<file path="config.mk">
export PLATFORM = sky130hd
export DESIGN_NAME = wb_port_arbiter_flat
export DESIGN_NICKNAME = d
export VERILOG_FILES = /design/src/rtl/wb_port_arbiter_if.sv /design/src/rtl/wb_port_arbiter.sv /design/src/flat_wrapper.sv
export SDC_FILE = /design/constraint.sdc
export NUM_CORES = 1
export LEC_CHECK = 0
export CAP_MARGIN = 15
export CELL_PAD_IN_SITES_DETAIL_PLACEMENT = 0
export CELL_PAD_IN_SITES_GLOBAL_PLACEMENT = 1
export CORE_MARGIN = 8
export CORE_UTILIZATION = 37
export CTS_CLUSTER_SIZE = 28
export DETAILED_ROUTE_END_ITERATION = 16
export GPL_TIMING_DRIVEN = 0
export PLACE_DENSITY = 0.89
export SETUP_SLACK_MARGIN = 0.2
export SYNTH_ARGS = -nofsm -noshare
export SYNTH_HDL_FRONTEND = slang
export SYNTH_SLANG_ARGS = --single-unit
</file>
<file path="constraint.sdc">
create_clock -name clk -period 6.6 [get_ports clk]
set_input_delay 1.32 -clock clk [delete_from_list [all_inputs] [get_ports clk]]
set_output_delay 1.32 -clock clk [all_outputs]
set_load 0.05 [all_outputs]
</file>
<file path="src/rtl/wb_port_arbiter_if.sv">
// Bundle of writeback requests, destination reservations, hazard checks and the
// register-file write port shared by the arbiter and whatever drives it.
interface wb_port_arbiter_if;
  logic        req0_valid;
  logic [4:0]  req0_addr;
  logic [31:0] req0_data;
  logic        req0_ready;

  logic        req1_valid;
  logic [4:0]  req1_addr;
  logic [31:0] req1_data;
  logic        req1_ready;

  logic        rsv_valid;
  logic [4:0]  rsv_addr;

  logic [4:0]  chk_addr1;
  logic [4:0]  chk_addr2;
  logic        hazard1;
  logic        hazard2;

  logic        we;
  logic [4:0]  write_addr;
  logic [31:0] write_instr;

  modport slave (
    input  req0_valid, req0_addr, req0_data,
    input  req1_valid, req1_addr, req1_data,
    input  rsv_valid, rsv_addr, chk_addr1, chk_addr2,
    output req0_ready, req1_ready, hazard1, hazard2,
    output we, write_addr, write_instr
  );

  modport master (
    output req0_valid, req0_addr, req0_data,
    output req1_valid, req1_addr, req1_data,
    output rsv_valid, rsv_addr, chk_addr1, chk_addr2,
    input  req0_ready, req1_ready, hazard1, hazard2,
    input  we, write_addr, write_instr
  );
endinterface

</file>
<file path="src/rtl/wb_port_arbiter.sv">
// Two-requester register-file write port arbiter: requester 0 has priority, requester 1
// is forced through after STARVE_MAX denied cycles, and reserved destinations raise hazards.
module wb_port_arbiter #(
  parameter int unsigned STARVE_MAX = 3
) (
  input logic              clk,
  input logic              rst,
  wb_port_arbiter_if.slave bus
);

  localparam int unsigned CNT_W = (STARVE_MAX < 1) ? 1 : $clog2(STARVE_MAX + 1);
  localparam logic [CNT_W-1:0] CNT_MAX = CNT_W'(STARVE_MAX);

  logic [CNT_W-1:0] starve_cnt;
  logic [31:0]      pending;
  logic             we_q;
  logic [4:0]       waddr_q;
  logic [31:0]      wdata_q;

  logic             force1;
  logic             grant0;
  logic             grant1;
  logic [4:0]       win_addr;
  logic [31:0]      win_data;
  logic             win_we;
  logic [31:0]      pending_nxt;

  always_comb begin
    // NOTE: every signal written here gets a value on every path first, so no latch is inferred.
    force1      = bus.req1_valid && (starve_cnt == CNT_MAX);
    grant1      = !rst && bus.req1_valid && (!bus.req0_valid || force1);
    grant0      = !rst && bus.req0_valid && !grant1;
    win_addr    = grant1 ? bus.req1_addr : bus.req0_addr;
    win_data    = grant1 ? bus.req1_data : bus.req0_data;
    // Register 0 is hardwired; a grant to it is acknowledged but never written.
    win_we      = (grant0 || grant1) && (win_addr != 5'd0);

    // Applying the set after the clear makes a same-edge reservation win.
    pending_nxt = pending;
    if (grant1) pending_nxt[bus.req1_addr] = 1'b0;
    if (bus.rsv_valid) pending_nxt[bus.rsv_addr] = 1'b1;
    pending_nxt[0] = 1'b0;
  end

  // NOTE: state uses non-blocking assignments so every register samples pre-edge values.
  always_ff @(posedge clk or posedge rst) begin
    if (rst) begin
      starve_cnt <= '0;
      pending    <= '0;
      we_q       <= 1'b0;
      waddr_q    <= '0;
      wdata_q    <= '0;
    end else begin
      pending <= pending_nxt;

      if (bus.req1_valid && !grant1) begin
        if (starve_cnt != CNT_MAX) starve_cnt <= starve_cnt + CNT_W'(1);
      end else begin
        starve_cnt <= '0;
      end

      we_q <= win_we;
      if (win_we) begin
        waddr_q <= win_addr;
        wdata_q <= win_data;
      end
    end
  end

  assign bus.req0_ready  = grant0;
  assign bus.req1_ready  = grant1;
  assign bus.hazard1     = !rst && pending[bus.chk_addr1];
  assign bus.hazard2     = !rst && pending[bus.chk_addr2];
  assign bus.we          = we_q;
  assign bus.write_addr  = waddr_q;
  assign bus.write_instr = wdata_q;

endmodule

</file>
<file path="src/flat_wrapper.sv">
// flat-port wrapper written by rule: the top's interface ports become plain ports
module wb_port_arbiter_flat 
#(
  parameter int unsigned STARVE_MAX = 3
)
  (clk, rst, bus_req0_valid, bus_req0_addr, bus_req0_data, bus_req1_valid, bus_req1_addr, bus_req1_data, bus_rsv_valid, bus_rsv_addr, bus_chk_addr1, bus_chk_addr2, bus_req0_ready, bus_req1_ready, bus_hazard1, bus_hazard2, bus_we, bus_write_addr, bus_write_instr);
  wb_port_arbiter_if bus_i ();
  input logic clk;
  input logic rst;
  input wire logic [$bits(bus_i.req0_valid)-1:0] bus_req0_valid;
  input wire logic [$bits(bus_i.req0_addr)-1:0] bus_req0_addr;
  input wire logic [$bits(bus_i.req0_data)-1:0] bus_req0_data;
  input wire logic [$bits(bus_i.req1_valid)-1:0] bus_req1_valid;
  input wire logic [$bits(bus_i.req1_addr)-1:0] bus_req1_addr;
  input wire logic [$bits(bus_i.req1_data)-1:0] bus_req1_data;
  input wire logic [$bits(bus_i.rsv_valid)-1:0] bus_rsv_valid;
  input wire logic [$bits(bus_i.rsv_addr)-1:0] bus_rsv_addr;
  input wire logic [$bits(bus_i.chk_addr1)-1:0] bus_chk_addr1;
  input wire logic [$bits(bus_i.chk_addr2)-1:0] bus_chk_addr2;
  output wire logic [$bits(bus_i.req0_ready)-1:0] bus_req0_ready;
  output wire logic [$bits(bus_i.req1_ready)-1:0] bus_req1_ready;
  output wire logic [$bits(bus_i.hazard1)-1:0] bus_hazard1;
  output wire logic [$bits(bus_i.hazard2)-1:0] bus_hazard2;
  output wire logic [$bits(bus_i.we)-1:0] bus_we;
  output wire logic [$bits(bus_i.write_addr)-1:0] bus_write_addr;
  output wire logic [$bits(bus_i.write_instr)-1:0] bus_write_instr;
  assign bus_i.req0_valid = bus_req0_valid;
  assign bus_i.req0_addr = bus_req0_addr;
  assign bus_i.req0_data = bus_req0_data;
  assign bus_i.req1_valid = bus_req1_valid;
  assign bus_i.req1_addr = bus_req1_addr;
  assign bus_i.req1_data = bus_req1_data;
  assign bus_i.rsv_valid = bus_rsv_valid;
  assign bus_i.rsv_addr = bus_rsv_addr;
  assign bus_i.chk_addr1 = bus_chk_addr1;
  assign bus_i.chk_addr2 = bus_chk_addr2;
  assign bus_req0_ready = bus_i.req0_ready;
  assign bus_req1_ready = bus_i.req1_ready;
  assign bus_hazard1 = bus_i.hazard1;
  assign bus_hazard2 = bus_i.hazard2;
  assign bus_we = bus_i.we;
  assign bus_write_addr = bus_i.write_addr;
  assign bus_write_instr = bus_i.write_instr;
  wb_port_arbiter #(.STARVE_MAX(STARVE_MAX)) u_core (.clk(clk), .rst(rst), .bus(bus_i));
endmodule
</file>
; After elaboration in Yosys (flattened, before gate mapping)
; Index checks and enable logic that the tools add are counted.
[op_classes]
n_addsub = 1
magnitude_cmp = 6
n_eq_ne = 3
n_mux = 14
n_bitwise = 3
reduce_logical = 17
[op_table]
columns = cell, count
row1 = 32-bit 2-to-1 mux, 3
row2 = 32-bit bitwise AND, 1
row3 = 32-bit inverter, 1
row4 = 32-bit bitwise OR, 1
row5 = 5-bit by 6-bit < comparator with 1-bit output (second input constant), 4
row6 = 1-bit logical AND, 11
row7 = 1-bit binary-select mux with 5-bit select, 2
row8 = 1-bit demux with 5-bit select, 2
row9 = 5-bit by 1-bit >= comparator with 1-bit output (second input constant), 2
row10 = 5-bit 2-to-1 mux, 1
row11 = 5-bit nonzero test, 1
row12 = 1-bit 2-to-1 mux, 4
row13 = 2-bit 2-to-1 mux, 2
row14 = 2-bit != test (second input constant), 2
row15 = 1-bit zero test, 3
row16 = 2-bit by 1-bit adder with 2-bit output (second input constant), 1
row17 = 2-bit equality test (second input constant), 1
row18 = 1-bit logical OR, 2
[word_totals]
ff_bits = 71
input_bits = 94
output_inout_bits = 42
elab_cells = 49

; Depth between registers and ports, before layout
[logic_depth]
word_depth = 9
depth_mapped = 9
ltp_nobuf = 7

; Worst setup path after synthesis
; Ideal clock, no wire load.
[synth_path]
path_kind = input-to-output
start = input rst
end = output bus_req1_ready
arrival_ns = 4.061
required_ns = 5.280
setup_slack_ns = 1.219
stages = 5
path_buffers = 2
path_cell_list = inv_1 -> nand3_4 -> inv_2 -> buf_2 -> buf_1
[synth_via]
elab_chain_len = 3
[synth_lines]
columns = element, line
row1 = "start, declared", flat_wrapper.sv:9  ; input logic rst;
row2 = 1-bit zero test, wb_port_arbiter.sv:31  ; grant1 = !rst && bus.req1_valid && (!bus.req0_valid || force1);
row3 = 1-bit logical AND (2 in a row), wb_port_arbiter.sv:31
row4 = "end, declared", flat_wrapper.sv:21  ; output wire logic [$bits(bus_i.req1_ready)-1:0] bus_req1_ready;
; Every way passes these cells.

; Worst setup path in the final report
; Ends and elaborated chain as after synthesis.

==> summary.md <==
| Metric | Value |
|---|---|
| Psw | between 0.0005 and 0.0006 W |
| Drt pass-1 iters | 4 |
| Layout cells sized above 1 | around 15% |
| Highest Clock Rate | 184.7 MHz |
| Initial core utilization | a little under two fifths |
| Fin crit period | 5414 ps |
| Type of the worst min-delay path | reg -> reg |
| Reg-to-Reg Start | u_core.starve_cnt[0] |
| Final net count | 622 |
| Clock power share | 23.6% |
| Slew Limit Fails | 0 |
| Avg WL per Cell | 17.74 um |
| Drt drc | 0 |
| GR Overflow Total | 0 |
| Final period utilization | 82.03% |
| Synthesized Nets | 482 |
| WP data arrival | approximately 4100 ps |
| Top Usage Layer GRT | met2 |
| Fin Setup TNS | 0 ps |
| Met3 Usage GRT | 7.133% |
| Syn Inst Count | 387 |
| FP Rows | 37 |
| FF+latch area | 0.001777 mm^2 |
| Top_reg_cell synth | dfrtp_1 |
| Final wirelength | 11.83 mm |
| Pre-CTS setup slack | ~1100 ps |
| RSZ-0062 raised after global routing | no |
| YS warnings | 0 |
| Share of async-settable or async-resettable flops after synthesis | 100.0% |
| Clock slew at reported path FFs | around 70 ps |
| CP Data Required Time | 5280 ps |
| I/O pins | ~140 |
| TritonCTS clock tree | yes |
| Post-synth top cells | nand2_1 (113), dfrtp_1 (71), o21ai_0 (63) |
| CTS Buffer Depth | 2 |
| Synth cell types | 39 |
| Sequential fraction of design power | approximately two fifths |
| Number of synthesized register bits | 71 |
| Vias per inst | 5.159 |
| Slew @ Worst Pin | 573.5 ps |
| Area Overhead vs Synth | 42.68% |
| # diodes | 0 |
| M2 GR Usage | 27.40% |
| Crit path launch | rst |
| Setup-failing EPs final | 0 |
| # hold bufs at CTS | 0 |
| Most common cell in the synthesized netlist | nand2_1 |
| Leakage | 2.378 nW |
| Max_cap viols | 0 |
| Area of the multi-input gates | between 0.002 and 0.0025 mm^2 |
| Critical Path End Type | output pin |
| RePlAce Congestion | around 0.84 |
| Worst VDD drop | 110.8 uV |
| Syn avg cell area | around 10 um^2 |
| Area fraction of the dominant cell type after synthesis | 45.19% |
| Status | complete, no violations |
| H-tree depth | 3 |
| Setup bufs post-CTS | 0 |
| Root buffer cell | clkbuf_8 |
| Post-synthesis sequential area ratio | 45.19% |
| Routed Antenna Nets | 0 |
| Post-DP HPWL | just under 9 mm |
| Final Util | 54.33% |
| Hold path start | u_core.bus.write_instr[23] |
| Num CTS Buffers | 9 |
| Fillers | 957 |
| Startpoint Class | input pin |
| Initial antenna violation count | 0 |
| First-pass GRT wire length | 19.10 mm |
| Final Hold Viols | 0 |
| P per Cell Area | 259.3 mW/mm^2 |
| Vias | 3441 |
| Die Ht | approximately 120 um |
| Largest net degree at the start of global routing | 64 |
| Final setup margin | 1186 ps |
| Switching Share | approximately a third |
| Clock net sink count | 71 |
| Post-Route Skew | 6.490 ps |
| CP Max Fanout | 63 |
| DIE WIDTH | 119.1 um |
| Core Box Area | roughly 0.010 mm^2 |
| Gr usage total | 16.62% |
| Die ar. | 0.01418 mm^2 |
| Slew margin rel. | 61.77% |
| IO buf count | 128 |
| Cell Area, Synth | 0.003931 mm^2 |
| Vias in the first global route | 3709 |
| Internal power | 0.0009474 W |
| Worst R2R Setup Slack | 4340 ps |
| Initial DRC count | 151 |
| Top cells by area, synth | dfrtp_1 (45%), nand2_1 (11%), o21ai_0 (8.0%), mux4_2 (8.0%), mux2_4 (6.5%) |
| Logic gate share of total power | 36.5% |
| Yosys top cell by area | dfrtp_1 |
| Post-synth EDFFs | 0 |
| Met1 Track Usage GR | 18.90% |
| Setup CP Type | in -> out |
| Post_cts resized | 0 |
| Clk Latency, worst-skew pair | 340 ps |
-- path summary, 6_finish.rpt --
check,end,cells past startpoint
setup / recovery,bus_req1_ready,8
hold / removal,u_core.bus.write_instr[23],1
setup reg to reg,u_core.pending[9],7
hold reg to reg,u_core.bus.write_instr[23],1
max in group asynchronous,u_core.bus.write_instr[20],3
min in group asynchronous,u_core.pending[6],2
-- sequential cells by signal, summed over array words and instances (netlist names) --
name,count
u_core.bus.we,1
u_core.starve_cnt,2
u_core.bus.write_instr,32
u_core.pending,31
u_core.bus.write_addr,5
-- placed cells by master, fill, tap and decap left out, drive strengths merged, types with 3 or more instances in the layout --
master	netlist	final
a21oi	4	4
buf	12	13
clkbuf	7	17
clkdlybuf4s50	0	128
dfrtp	71	71
inv	5	5
mux2	36	36
mux2i	14	14
mux4	14	14
nand2	113	113
nand2b	3	3
nand3	4	4
nand3b	8	8
nor2	11	11
o21ai	63	63
or3	3	3
-- power by group through the flow --
stage / Combinational (W) / Clock, W / Sequential [W]
5_1_grt: 0.000564 / 0.000376 / 0.000592
3_5_place_dp: 0.000533 / 0 / 0.000588
4_1_cts: 0.000535 / 0.000355 / 0.000580
3_3_place_gp: 0.000524 / 0 / 0.000581
6_report: 0.000530 / 0.000344 / 0.000580
2_1_floorplan: 0.000205 / 0 / 0.000709
-- cell type report --
class | count | area share [%]
Sequential cell | 71 | 31.68
Clock buffer | 10 | 2.454
Inverter | 5 | 0.3792
Multi-Input combinational cell | 292 | 35.94
Clock inverter | 5 | 1.048
Timing Repair Buffer | 129 | 23.33
Tap cell | 136 | 3.034
Buffer | 19 | 2.141
-- stage by stage --
step           hold slack (ps)  cell area [um^2]   power, W  instances
6_report                 506.7              5609   0.001455        667
5_1_grt                  529.5              5609   0.001531        667
4_1_cts                  515.3              5609   0.001470        667
3_5_place_dp             494.3              5413   0.001121        652
3_3_place_gp             489.1              5383   0.001104        651
2_1_floorplan            481.1              3931  0.0009139        387
-- cells by family after synthesis --
kind of cell    synth area share [%]
xor+xnor                      0.2228
fa+ha+maj                     0.3182
mux                            23.52
simple gates                   17.51
buf+inv                        3.533
flops                          45.19
compound gates                 9.708
-- routing by layer --
layer | up-vias | part of all wire [%]
met5 | - | 0
met1 | 1642 | 39
met3 | 22 | 11
met4 | 0 | 1.8
met2 | 154 | 49
li1 | 1623 | -
-- critical path, stage by stage --
cell and delay (ps):
clkdlybuf4s50_1 480, inv_4 200, buf_16 310, nand3_4 150
inv_2 100, buf_2 240, buf_1 360, clkdlybuf4s50_1 890
No activity file was read; power rests on OpenSTA's default activity.
